**config.mk**
```make
export PLATFORM = sky130hd
export DESIGN_NAME = fp8_serial_tx
export DESIGN_NICKNAME = d
export VERILOG_FILES = /design/src/rtl/fp8_serial_tx.sv
export SDC_FILE = /design/constraint.sdc
export NUM_CORES = 1
export LEC_CHECK = 0
export ABC_AREA = 1
export BUFFER_PORTS_ARGS = -buffer_cell sky130_fd_sc_hd__buf_2
export CAP_MARGIN = 20
export CELL_PAD_IN_SITES_DETAIL_PLACEMENT = 1
export CELL_PAD_IN_SITES_GLOBAL_PLACEMENT = 2
export CORE_MARGIN = 5
export CORE_UTILIZATION = 36
export DETAILED_ROUTE_END_ITERATION = 16
export HOLD_SLACK_MARGIN = 0.03
export PLACE_DENSITY_LB_ADDON = 0.1
export SETUP_SLACK_MARGIN = 0.5
export SYNTH_ARGS = -nofsm -noshare
export SYNTH_HDL_FRONTEND = slang
export SYNTH_SLANG_ARGS = --single-unit
```
**constraint.sdc**
```tcl
create_clock -name clk -period 2.54 [get_ports clk]
set_input_delay 0.127 -clock clk [delete_from_list [all_inputs] [get_ports clk]]
set_output_delay 0.127 -clock clk [all_outputs]
set_load 0.05 [all_outputs]
```
**src/rtl/fp8_serial_tx.sv**
```systemverilog
// Buffers packed FP8 samples {sign, exp[2:0], sig[3:0]} in a small FIFO and shifts
// each one out MSB-first on a framed single-wire link, CLKS_PER_BIT cycles per bit.
module fp8_serial_tx #(
  parameter int DEPTH        = 4,
  parameter int CLKS_PER_BIT = 4
) (
  input  logic                     clk,
  input  logic                     rst,
  input  logic                     in_valid,
  input  logic                     in_sign,
  input  logic [2:0]               in_exp,
  input  logic [3:0]               in_sig,
  output logic                     in_ready,
  output logic                     ser_out,
  output logic                     ser_frame,
  output logic                     busy,
  output logic [$clog2(DEPTH):0]   fifo_count,
  output logic [7:0]               drop_cnt,
  output logic [1:0]               dbg_state
);

  localparam int AW = $clog2(DEPTH);
  localparam int CW = (CLKS_PER_BIT > 1) ? $clog2(CLKS_PER_BIT) : 1;
  localparam logic [CW-1:0] CNT_LAST = CW'(CLKS_PER_BIT - 1);
  localparam logic [AW:0]   FULL     = (AW + 1)'(DEPTH);

  typedef enum logic [1:0] {
    IDLE  = 2'd0,
    SHIFT = 2'd1,
    GAP   = 2'd2
  } state_t;

  // Upstream handshake: a transfer happens on an edge where in_valid && in_ready.
  // in_ready depends only on the registered count, so a pop on the same edge
  // never makes room for a push that was refused at cycle start.

  state_t         state, state_n;
  logic [7:0]     mem [DEPTH];
  logic [AW-1:0]  wr_ptr, rd_ptr;
  logic [7:0]     shreg;
  logic [CW-1:0]  clk_cnt;
  logic [2:0]     bit_idx;
  logic           push, drop, pop, cnt_wrap;

  assign in_ready = (fifo_count < FULL) && !rst;
  assign push     = in_valid && in_ready;
  assign drop     = in_valid && !in_ready;
  assign cnt_wrap = (clk_cnt == CNT_LAST);

  always_ff @(posedge clk) begin
    if (push) mem[wr_ptr] <= {in_sign, in_exp, in_sig};
  end

  always_ff @(posedge clk) begin
    if (rst) begin
      wr_ptr     <= '0;
      rd_ptr     <= '0;
      fifo_count <= '0;
      drop_cnt   <= '0;
    end else begin
      if (push) wr_ptr <= wr_ptr + AW'(1);
      if (pop)  rd_ptr <= rd_ptr + AW'(1);
      case ({push, pop})
        2'b10:   fifo_count <= fifo_count + (AW + 1)'(1);
        2'b01:   fifo_count <= fifo_count - (AW + 1)'(1);
        default: fifo_count <= fifo_count;
      endcase
      if (drop && drop_cnt != 8'hFF) drop_cnt <= drop_cnt + 8'd1;
    end
  end

  always_ff @(posedge clk) begin
    if (rst) state <= IDLE;
    else     state <= state_n;
  end

  always_comb begin
    state_n = state;
    pop     = 1'b0;
    case (state)
      IDLE: begin
        if (fifo_count != '0) begin
          pop     = 1'b1;
          state_n = SHIFT;
        end
      end
      SHIFT: begin
        if (cnt_wrap && bit_idx == 3'd7) state_n = GAP;
      end
      GAP: begin
        if (cnt_wrap) begin
          if (fifo_count != '0) begin
            pop     = 1'b1;
            state_n = SHIFT;
          end else begin
            state_n = IDLE;
          end
        end
      end
      default: state_n = IDLE;
    endcase
  end

  // clk_cnt paces both SHIFT bits and the GAP; it restarts at every wrap and load.
  always_ff @(posedge clk) begin
    if (rst) begin
      shreg   <= '0;
      clk_cnt <= '0;
      bit_idx <= '0;
    end else if (pop) begin
      shreg   <= mem[rd_ptr];
      clk_cnt <= '0;
      bit_idx <= '0;
    end else if (state != IDLE) begin
      if (cnt_wrap) begin
        clk_cnt <= '0;
        if (state == SHIFT) begin
          shreg   <= {shreg[6:0], 1'b0};
          bit_idx <= bit_idx + 3'd1;
        end
      end else begin
        clk_cnt <= clk_cnt + CW'(1);
      end
    end
  end

  always_comb begin
    ser_frame = (state == SHIFT);
    ser_out   = (state == SHIFT) && shreg[7];
    busy      = (state != IDLE) || (fifo_count != '0);
    dbg_state = state;
  end

endmodule

```
-- Word-level counts from Yosys, hierarchy flattened
Memory sizes are Yosys's and may differ from the RTL's. A register that Yosys moved wholly into a read port is not among the register bits.
Index checks and enable logic that the tools add are counted.
- add/subtract/negate cells: 7
- $mul: 0
- div/mod/pow operators: 0
- order comparisons: 1
- equality and inequality tests: 10
- shift operators: 0
- muxes and demuxes: 18
- bitwise operators: 0
- reduce and logical (&&, ||, !) cells: 20
- operators by type and width (operator ; number):
    8-bit 2-to-1 mux ; 4
    2-bit 2-to-1 mux ; 6
    2-bit nonzero test ; 5
    3-bit AND reduction ; 3
    8-bit by 1-bit adder with 8-bit output (second input constant) ; 1
    8-bit != test (second input constant) ; 1
    2-bit by 1-bit adder with 2-bit output (second input constant) ; 3
    3-bit by 1-bit adder with 3-bit output (second input constant) ; 2
    2-bit equality test (second input constant) ; 3
    1-bit logical AND ; 6
    2-bit case mux with 3 select lines ; 1
    3-bit case mux with 2 select lines ; 1
    1-bit 2-to-1 mux ; 5
    2-bit by 1-bit equality test with 1-bit output (second input constant) ; 2
    2-bit != test (second input constant) ; 2
    3-bit equality test (second input constant) ; 1
    3-bit less-than comparator (second input constant) ; 1
    3-bit nonzero test ; 1
    3-bit by 1-bit subtractor with 3-bit output (second input constant) ; 1
    1-bit logical NOT ; 2
    2-bit logical NOT ; 1
    2-bit by 1-bit != test with 1-bit output (second input constant) ; 1
    1-bit case mux with 2 select lines ; 1
    2-bit OR reduction ; 1
    1-bit logical OR ; 1
- bits in registers: 30
- latch bits: 0
- bits in writable memories: 32
- bits in read-only memories: 0
- output and inout port bits: 17
- word-level logic and storage cells: 65
- memories: 1
- memory list (name ; depth ; bits a word ; rd ports ; clocked after memory_dff ; wr ports ; line ; RTL):
    mem ; 4 ; 8 ; 1 ; 1 ; 1 ; 38 ; logic [7:0] mem [DEPTH];

-- Longest topological paths before layout
Gate-level depths: netlist of the first run.
- depth after elaboration: 6
- gate-level depth with buffers: 13
- depth with buffers taken out: 12

-- Worst setup path after synthesis of the first run
OpenSTA, ideal clock, no wires.
- path kind: register to register
- start point: register fifo_count[2]
- end point: register fifo_count[2]
- library setup time: 0.115 ns
- data arrival time: 2.211 ns
- path slack: 0.213 ns
- cell stages (with the launch flop): 10
- period minus slack after synthesis: 2.327 ns
- path through: dfxtp_1 -> nor2_2 -> nand2_1 -> ha_1 -> inv_1 -> fa_1 -> a21oi_1 -> o21ai_0 -> xor2_1 -> nor2_1
- elaborated cells on any way between the ends: 13
- classes of those cells: 2 x add/sub; 1 x order compare; 2 x eq/ne; 4 x mux; 4 x reduce/logical
- RTL lines (element ; line ; RTL):
    start, declared ; 17 ; output logic [$clog2(DEPTH):0] fifo_count,
    start signal, assigned ; 64 ; 2'b10: fifo_count <= fifo_count + (AW + 1)'(1);
    start signal, assigned ; 65 ; 2'b01: fifo_count <= fifo_count - (AW + 1)'(1);
    start signal, assigned ; 66 ; default: fifo_count <= fifo_count;
    3-bit less-than comparator (*) ; 45 ; assign in_ready = (fifo_count < FULL) && !rst;
    1-bit logical AND (*) ; 45 ;
    net in_ready ; 13 ; output logic in_ready,
    1-bit logical AND (*) ; 46 ; assign push = in_valid && in_ready;
    2-bit by 1-bit equality test with 1-bit output / 2-bit equality test (equally long branches) ; 63 ; case ({push, pop})
    3-bit case mux with 2 select lines / 2-bit nonzero test (equally long branches) ; n/a ;
Mark *: on every way through the listed nets, which the timed path passes. The rest lies on a longest branch.
A chain may end at the register's enable or synchronous reset.

-- Worst setup path in the final report of the first run
- start point: register clk_cnt[0]
- end point: register fifo_count[2]
- longest elaborated chain between the ends: 5
- elaborated cells on any way between the ends: 7
- classes of those cells: 3 x eq/ne; 3 x mux; 1 x reduce/logical
- ends and longest elaborated chain (element ; line ; RTL):
    start, declared ; 41 ; logic [CW-1:0] clk_cnt;
    start signal, assigned ; 122 ; clk_cnt <= clk_cnt + CW'(1);
    2-bit equality test (*) ; 48 ; assign cnt_wrap = (clk_cnt == CNT_LAST);
    1-bit 2-to-1 mux (*) ; 91 ; if (cnt_wrap) begin
    1-bit case mux with 2 select lines (*) ; 80 ; case (state)
    2-bit by 1-bit equality test with 1-bit output / 2-bit equality test (equally long branches) ; 63 ;
    3-bit case mux with 2 select lines / 2-bit nonzero test (equally long branches) ; n/a ;
Every way passes the cells marked *; elsewhere a longest branch is shown, timed or not.

==> metrics.csv, run 1 <==
stage,metric,value,unit
run_status,result of the run,completed,
grt,number of global-route vias before repair,2246,
setup_path,setup slack on the worst flop-to-flop path,0.67,ns
setup_path,Crit path required time,2.81,ns
floorplanning,die area,9610,µm²
placed_design,number of buffers added on ports,27,
cts,maximum number of buffers from clock root to sink,2,
synth,Mapped Avg Cell Area,9.33,µm²
timing,max-slew violations,0,
setup_path,Worst setup startpoint,clk_cnt[0]$_SDFFE_PP0P_,
timing,"Hold Violations, Final",0,
floorplanning,core footprint,7650,µm²
finish,area growth from synthesis to layout,19.7,%
setup_path,classification of the worst setup path,flop to flop,
finish,layout cell share with drive strength beyond 1,0.209,
job,total of max-cap violations,0,
power,power density relative to cell area,1030,nW/µm²
route,DRC,0,
placed_design,Placer Congestion,0.705,
worst_hold_path,startpoint of the tightest hold check path,rst,
grt,total global-route track usage,0.141,
grt,leftover overflow at the end of global routing,0,
synth,Post-Synthesis Cells,299,
cts,buffer type at the clock tree root,sky130_fd_sc_hd__clkbuf_8,
floorplanning,starting density of the core,0.365,
synth,syn_nets,320,
power,Max IR drop VDD,0.000395,V
timing,fin worst setup slack,0.672,ns
finish,fin nets,366,
timing,maximum clock frequency,535,MHz
synth,xor and xnor fraction of the mapped netlist area,0.0126,
timing,period utilisation layout,0.736,
floorplanning,number of rows in the core area,32,
setup_path,critical register-to-register path endpoint,fifo_count[2]$_SDFFE_PP0P_,
power,Leakage Power,0.00134,µW
floorplanning,Die Wd,98.0,µm
route,initial detailed-routing violation count,57,
synth,Synth cell types,25,
finish,antenna diode instance count,0,
synth,warnings from Yosys,0,
floorplanning,number of ports placed on the die boundary,28,
synth,Synth Register Bits,64,
cts,CTS tree,done,
setup_path,worst setup path endpoint,fifo_count[2]$_SDFFE_PP0P_,
synth,mux share of post-synthesis cell area,0,
placed_design,DP Wirelength,4450,µm
cts,number of sinks on the clock net,64,
worst_hold_path,class of the tightest hold or removal check,primary input to flop,
route,DR WL/cell,13.9,µm
route,router iterations before antenna repair,4,
cts,Worst-path clk slew,0.07,ns
synth,"basic-gate share of the synthesized area counting and, or, nand and nor cells",0.174,
setup_path,startpoint of the most critical register-to-register path,clk_cnt[0]$_SDFFE_PP0P_,
timing,clk_skew,0.00895,ns
timing,crit path time final,1.87,ns
timing,setup tns final,0,ns
synth,dominant combinational cell family by area after synthesis,simple AND/OR/NAND/NOR gates,
setup_path,arrival time reported for the critical path endpoint,2.13,ns
grt,number of antenna violations at the first check in global routing,0,
setup_path,cell count of the worst reg-to-reg path,12,
synth,complex-gate fraction of the synthesized area,0.126,
cts,number of buffers inserted during clock tree synthesis,9,
synth,"Seq/Total Area, Yosys",0.574,
setup_path,category of the worst setup path launch point,flop,
finish,final design utilization,0.437,
route,residual antenna-violating net count after detailed routing,0,
route,detailed-route vias per instance,4.68,
timing,unrepaired setup endpoints after global routing,no,
synth,Post-Synth Adder-Cell Area,0.0475,
timing,Final Hold Slack,0.182,ns
placed_design,dpl ws,0.508,ns
grt,maximum number of pins on one net before global-route repair,19,
synth,Mapped Area,2790,µm²
timing,Least-Margin Pin Slew,0.536,ns
setup_path,Worst setup EP type,flop,
timing,Final setup violation count,0,
route,Vias,2116,
route,total wirelength of the detailed-routed design,6270,µm
floorplanning,Vert. Die Dim,98.0,µm
cts,clock latency on the worst-skew pair,0.34,ns
timing,tightest slew margin relative to the limit,0.642,
grt,wire length of the first global-routing pass,10700,µm
cts,number of H-tree levels,3,
setup_path,Critical Path Fanout Max,3,
==> what timing repair did <==
item | CTS | global route
buffers inserted | 1 | 0
endpoints found under the setup margin | 1 | 1
cloned | 0 | 0
hold buffers | 8 | 0
gates resized for setup | 1 | 3
hold endpoints to repair | 32 | 0
==> per-layer routing <==
layer	track usage	vias to the layer above	part of all wire
li1	-	1083	-
met1	0.181	1011	0.48
met2	0.223	18	0.48
met3	0.0393	4	0.027
met4	0.0575	0	0.011
met5	0	-	0
==> cell families (layout without fill, tap and decap cells) <==
kind of cell               after synthesis  in the layout
AOI/OAI and AO/OA                       70             70
and+or+nand+nor                        112            112
DFF                                     64             64
xor gates and xnor gates                 4              4
adders and majority gates               10             10
buffers and inverters                   39             90
==> through the flow <==
stage                     std cells  cell area (µm²)  power [µW]
final                           452             3340        3440
after global routing            452             3340        3710
after CTS                       452             3330        3480
after detailed placement        427             3060        2590
after global placement          427             3060        2570
after floorplan                 299             2810        2320
==> layout make-up <==
cell class	count	area [µm²]
clock inverters	6	60.1
fillers	913	4310
repair buffers	44	283
inverters	30	113
clock buffers	10	128
flip-flops and latches	64	1610
well taps	102	128
multi-input cells	196	1010
==> how the worst min path moves through the flow <==
stage | endpoint | depth (start not counted)
after global routing | dbg_state[1]$_SDFFE_PP0P_ | 3
after floorplan | mem[0][0]$_DFFE_PP_ | 0
after detailed placement | mem[0][7]$_DFFE_PP_ | 1
final | dbg_state[1]$_SDFFE_PP0P_ | 3
after global placement | mem[2][3]$_DFFE_PP_ | 1
after CTS | dbg_state[1]$_SDFFE_PP0P_ | 3
==> critical path: stages (launching register included) <==
cell and delay, ns:
sky130_fd_sc_hd__dfxtp_2 0.35, sky130_fd_sc_hd__ha_2 0.18, sky130_fd_sc_hd__nand2_1 0.06, sky130_fd_sc_hd__nand2_2 0.09, sky130_fd_sc_hd__nand2_4 0.05, sky130_fd_sc_hd__inv_2 0.06
sky130_fd_sc_hd__ha_1 0.13, sky130_fd_sc_hd__inv_1 0.07, sky130_fd_sc_hd__fa_2 0.35, sky130_fd_sc_hd__a21oi_1 0.14, sky130_fd_sc_hd__o21ai_1 0.09, sky130_fd_sc_hd__xor2_1 0.14
sky130_fd_sc_hd__nor2_1 0.08
==> sequential cells by signal, summed over array words and instances, names as in the netlist, named ones only <==
register	flops
wr_ptr	2
drop_cnt	8
bit_idx	3
clk_cnt	2
shreg	8
dbg_state	2
fifo_count	3
mem	32
rd_ptr	2
==> cell usage in the layout (no fill, tap or decap), types with 2 or more instances in the layout <==
master	instances
sky130_fd_sc_hd__a21oi_1	23
sky130_fd_sc_hd__buf_2	27
sky130_fd_sc_hd__buf_4	9
sky130_fd_sc_hd__clkbuf_8	9
sky130_fd_sc_hd__clkinv_2	2
sky130_fd_sc_hd__dfxtp_1	26
sky130_fd_sc_hd__dfxtp_2	4
sky130_fd_sc_hd__dfxtp_4	2
sky130_fd_sc_hd__dlygate4sd3_1	8
sky130_fd_sc_hd__edfxtp_1	32
sky130_fd_sc_hd__ha_1	8
sky130_fd_sc_hd__inv_1	25
sky130_fd_sc_hd__inv_2	5
sky130_fd_sc_hd__nand2_1	48
sky130_fd_sc_hd__nand2_2	4
sky130_fd_sc_hd__nand2_4	2
sky130_fd_sc_hd__nand3_1	9
sky130_fd_sc_hd__nand3b_1	2
sky130_fd_sc_hd__nor2_1	39
sky130_fd_sc_hd__nor2_2	2
sky130_fd_sc_hd__nor2_4	2
sky130_fd_sc_hd__nor3_1	2
sky130_fd_sc_hd__o21ai_0	38
sky130_fd_sc_hd__o21ai_1	9
sky130_fd_sc_hd__xor2_1	4
==> report_power, final <==
part | switching (µW) | internal (µW)
Combinational | 863 | 368
Sequential | 104 | 1250
Clock | 401 | 448
==> cell usage after synthesis <==
master | instances | area share
sky130_fd_sc_hd__a21oi_1 | 23 | 0.041
sky130_fd_sc_hd__and3_1 | 1 | 0.0022
sky130_fd_sc_hd__buf_2 | 2 | 0.0036
sky130_fd_sc_hd__buf_4 | 3 | 0.0081
sky130_fd_sc_hd__buf_6 | 3 | 0.012
sky130_fd_sc_hd__clkbuf_2 | 1 | 0.0018
sky130_fd_sc_hd__dfxtp_1 | 32 | 0.23
sky130_fd_sc_hd__edfxtp_1 | 32 | 0.34
sky130_fd_sc_hd__fa_1 | 1 | 0.0072
sky130_fd_sc_hd__ha_1 | 9 | 0.040
sky130_fd_sc_hd__inv_1 | 25 | 0.034
sky130_fd_sc_hd__inv_2 | 5 | 0.0067
sky130_fd_sc_hd__nand2_1 | 48 | 0.065
sky130_fd_sc_hd__nand2_2 | 4 | 0.0090
sky130_fd_sc_hd__nand2_4 | 2 | 0.0081
sky130_fd_sc_hd__nand3_1 | 9 | 0.016
sky130_fd_sc_hd__nand3b_1 | 2 | 0.0054
sky130_fd_sc_hd__nand4_1 | 1 | 0.0022
sky130_fd_sc_hd__nor2_1 | 39 | 0.052
sky130_fd_sc_hd__nor2_2 | 3 | 0.0067
sky130_fd_sc_hd__nor2_4 | 1 | 0.0040
sky130_fd_sc_hd__nor3_1 | 2 | 0.0036
sky130_fd_sc_hd__o21ai_0 | 39 | 0.070
sky130_fd_sc_hd__o21ai_1 | 8 | 0.014
sky130_fd_sc_hd__xor2_1 | 4 | 0.013
(Power assumes the default switching activity.)
==> run 2: changes to the inputs <==
clock period = 2 ns   (was 2.54 ns; I/O delays follow)
==> run 2 against run 1 <==
  * Non-clock buffer count rose by 9
  * Critical path depth unchanged
  * Critical endpoint unchanged
  * Clock power rose by 60%
  * Power increased by 48%
  * Cell area rose by 7.8%
  * Register-to-register slack worse by 0.39 ns
  * Sequential power is 29% higher
  * Die area did not move
  * Global-route usage fell by 0.056 points
  * Clock skew is 0.0032 ns lower
  * Hold slack worse by 0.062 ns
==> metrics.csv, run 2 (synthesis gave the netlist of run 1 again) <==
stage,metric,value,unit
setup_path,Worst setup EP type,flop,
setup_path,classification of the worst setup path,flop to flop,
power,Max IR drop VDD,0.000811,V
timing,Final Hold Slack,0.120,ns
setup_path,Slowest cell on crit path,sky130_fd_sc_hd__dfxtp_2,
job,total of max-cap violations,0,
timing,tightest slew margin relative to the limit,0.623,
floorplanning,number of rows in the core area,32,
finish,leading registers by flop count,"mem (32), drop_cnt (8), shreg (8)",
placed_design,Placed Cells incl. Taps,428,
cts,clock latency on the worst-skew pair,0.34,ns
timing,fin worst setup slack,0.284,ns
finish,summed area of non-filler cells in the final layout,3600,µm²
timing,max-slew violations,0,
placed_design,Placer Congestion,0.707,
timing,Least-Margin Pin Slew,0.565,ns
finish,area growth from synthesis to layout,29.0,%
route,total wirelength of the detailed-routed design,6490,µm
setup_path,category of the worst setup path launch point,flop,
timing,"Hold Violations, Final",0,
route,router iterations before antenna repair,4,
route,DRC,0,
timing,unrepaired setup endpoints after global routing,yes,
floorplanning,starting density of the core,0.365,
route,initial detailed-routing violation count,57,
floorplanning,die area,9610,µm²
route,DR WL/cell,14.0,µm
setup_path,Critical Path Fanout Max,2,
cts,number of sinks on the clock net,64,
finish,"commonest non-fill, non-tap cell in the layout",sky130_fd_sc_hd__nand2_1,
timing,period utilisation layout,0.858,
run_status,result of the run,completed,
grt,number of antenna violations at the first check in global routing,0,
cts,number of buffers inserted during clock tree synthesis,9,
timing,maximum clock frequency,583,MHz
power,power density relative to cell area,1410,nW/µm²
power,Leakage Power,0.00145,µW
grt,total global-route track usage,0.140,
route,detailed-route vias per instance,4.69,
route,Vias,2167,
grt,leftover overflow at the end of global routing,0,
floorplanning,Vert. Die Dim,98.0,µm
timing,clk_skew,0.00576,ns
cts,number of H-tree levels,3,
floorplanning,Die Wd,98.0,µm
finish,layout cell share with drive strength beyond 1,0.283,
finish,antenna diode instance count,0,
finish,count of fill cells added during filler insertion,886,
grt,maximum number of pins on one net before global-route repair,19,
timing,crit path time final,1.72,ns
finish,fin nets,376,
cts,Worst-path clk slew,0.07,ns
grt,number of global-route vias before repair,2196,
setup_path,Crit path required time,2.27,ns
finish,Top reg by flops,mem,
placed_design,Post-DP Area,3130,µm²
timing,setup tns final,0,ns
finish,"top library cells by usage in the layout, fill and taps aside","sky130_fd_sc_hd__nand2_1, sky130_fd_sc_hd__nor2_1, sky130_fd_sc_hd__o21ai_0",
floorplanning,core footprint,7650,µm²
placed_design,dpl ws,0.205,ns
setup_path,cell-by-cell listing of the critical path,"ha_4, nand2_2, nand2_4, nand2_4, inv_4, ha_4, inv_4, fa_2, a21oi_2, o21ai_1, xor2_1, nor2_1",
cts,maximum number of buffers from clock root to sink,2,
setup_path,peak per-stage delay on the critical path,0.36,ns
finish,number of non-filler instances in the completed layout,462,
finish,flip-flop count of the largest register after layout,32,
route,residual antenna-violating net count after detailed routing,0,
placed_design,DP Wirelength,4400,µm
worst_hold_path,class of the tightest hold or removal check,primary input to flop,
timing,Final setup violation count,0,
floorplanning,number of ports placed on the die boundary,28,
setup_path,arrival time reported for the critical path endpoint,1.99,ns
cts,buffer type at the clock tree root,sky130_fd_sc_hd__clkbuf_8,
cts,CTS tree,done,
placed_design,number of buffers added on ports,27,
grt,wire length of the first global-routing pass,10700,µm
## run 2: cell count changes in the layout (fill, tap and decap cells not counted), moves of 3 or more
cell                      previous run  this run
sky130_fd_sc_hd__dfxtp_4             2         5
sky130_fd_sc_hd__inv_1              25        22
sky130_fd_sc_hd__inv_2               5         2
sky130_fd_sc_hd__dfxtp_1            26        22
sky130_fd_sc_hd__nand2_4             2         8
sky130_fd_sc_hd__buf_4               9        16
sky130_fd_sc_hd__inv_4               0         5
sky130_fd_sc_hd__nand2_1            48        42
## run 2: per-layer routing
metal  track usage  wire length [µm]  vias up
met5             0                 0        -
met4        0.0543                68        0
met3        0.0364               172        9
met2         0.223              3120       26
met1         0.182              3130     1016
li1              -                 -     1116
## run 2: worst paths after layout
path	slack (ns)	cells after the start	from	end
setup / recovery	0.28	12	clk_cnt[0]$_SDFFE_PP0P_	fifo_count[2]$_SDFFE_PP0P_
hold / removal	0.12	3	in_valid	wr_ptr[0]$_SDFFE_PP0P_
setup reg to reg	0.28	12	clk_cnt[0]$_SDFFE_PP0P_	fifo_count[2]$_SDFFE_PP0P_
hold reg to reg	0.44	1	fifo_count[0]$_SDFFE_PP0P_	fifo_count[0]$_SDFFE_PP0P_
## run 2: critical path, delay by kind of cell (launching register included)
family | cells | cell delay (ns)
XOR/XNOR | 1 | 0.14
flip-flops | 1 | 0.36
buffers and inverters | 2 | 0.09
adder cells (fa/ha/maj) | 3 | 0.60
AO/OA/AOI/OAI | 2 | 0.19
AND/OR/NAND/NOR | 4 | 0.26
## run 2: what timing repair did
| item | CTS | global route |
|---|---|---|
| buffers inserted | 3 | 6 |
| hold buffers | 8 | 0 |
| endpoints found under the setup margin | 9 | 13 |
| hold endpoints to repair | 32 | 0 |
| gates cloned | 0 | 1 |
| gates resized for setup | 6 | 17 |
| pin swaps | 2 | 1 |
## run 2: layout make-up
cell class,instances,area (µm²),share of cell area
clock buffers,9,124,0.0344
repair buffers,53,370,0.103
inverters,30,129,0.0358
multi-input cells,197,1100,0.307
well taps,102,128,0.0355
flip-flops and latches,64,1630,0.452
clock inverters,7,119,0.0330
## run 2: through the flow
| stage | power, µW | util |
|---|---|---|
| after detailed placement | 3400 | 0.409 |
| final | 5090 | 0.471 |
| after CTS | 4890 | 0.456 |
| after floorplan | 3030 | - |
| after global placement | 3360 | 0.409 |
| after global routing | 5430 | 0.471 |
## run 2: power by group
group / total, µW / internal [µW] / switching [µW]
Sequential: 1750 / 1600 / 149
Clock: 1360 / 830 / 527
Combinational: 1980 / 736 / 1240
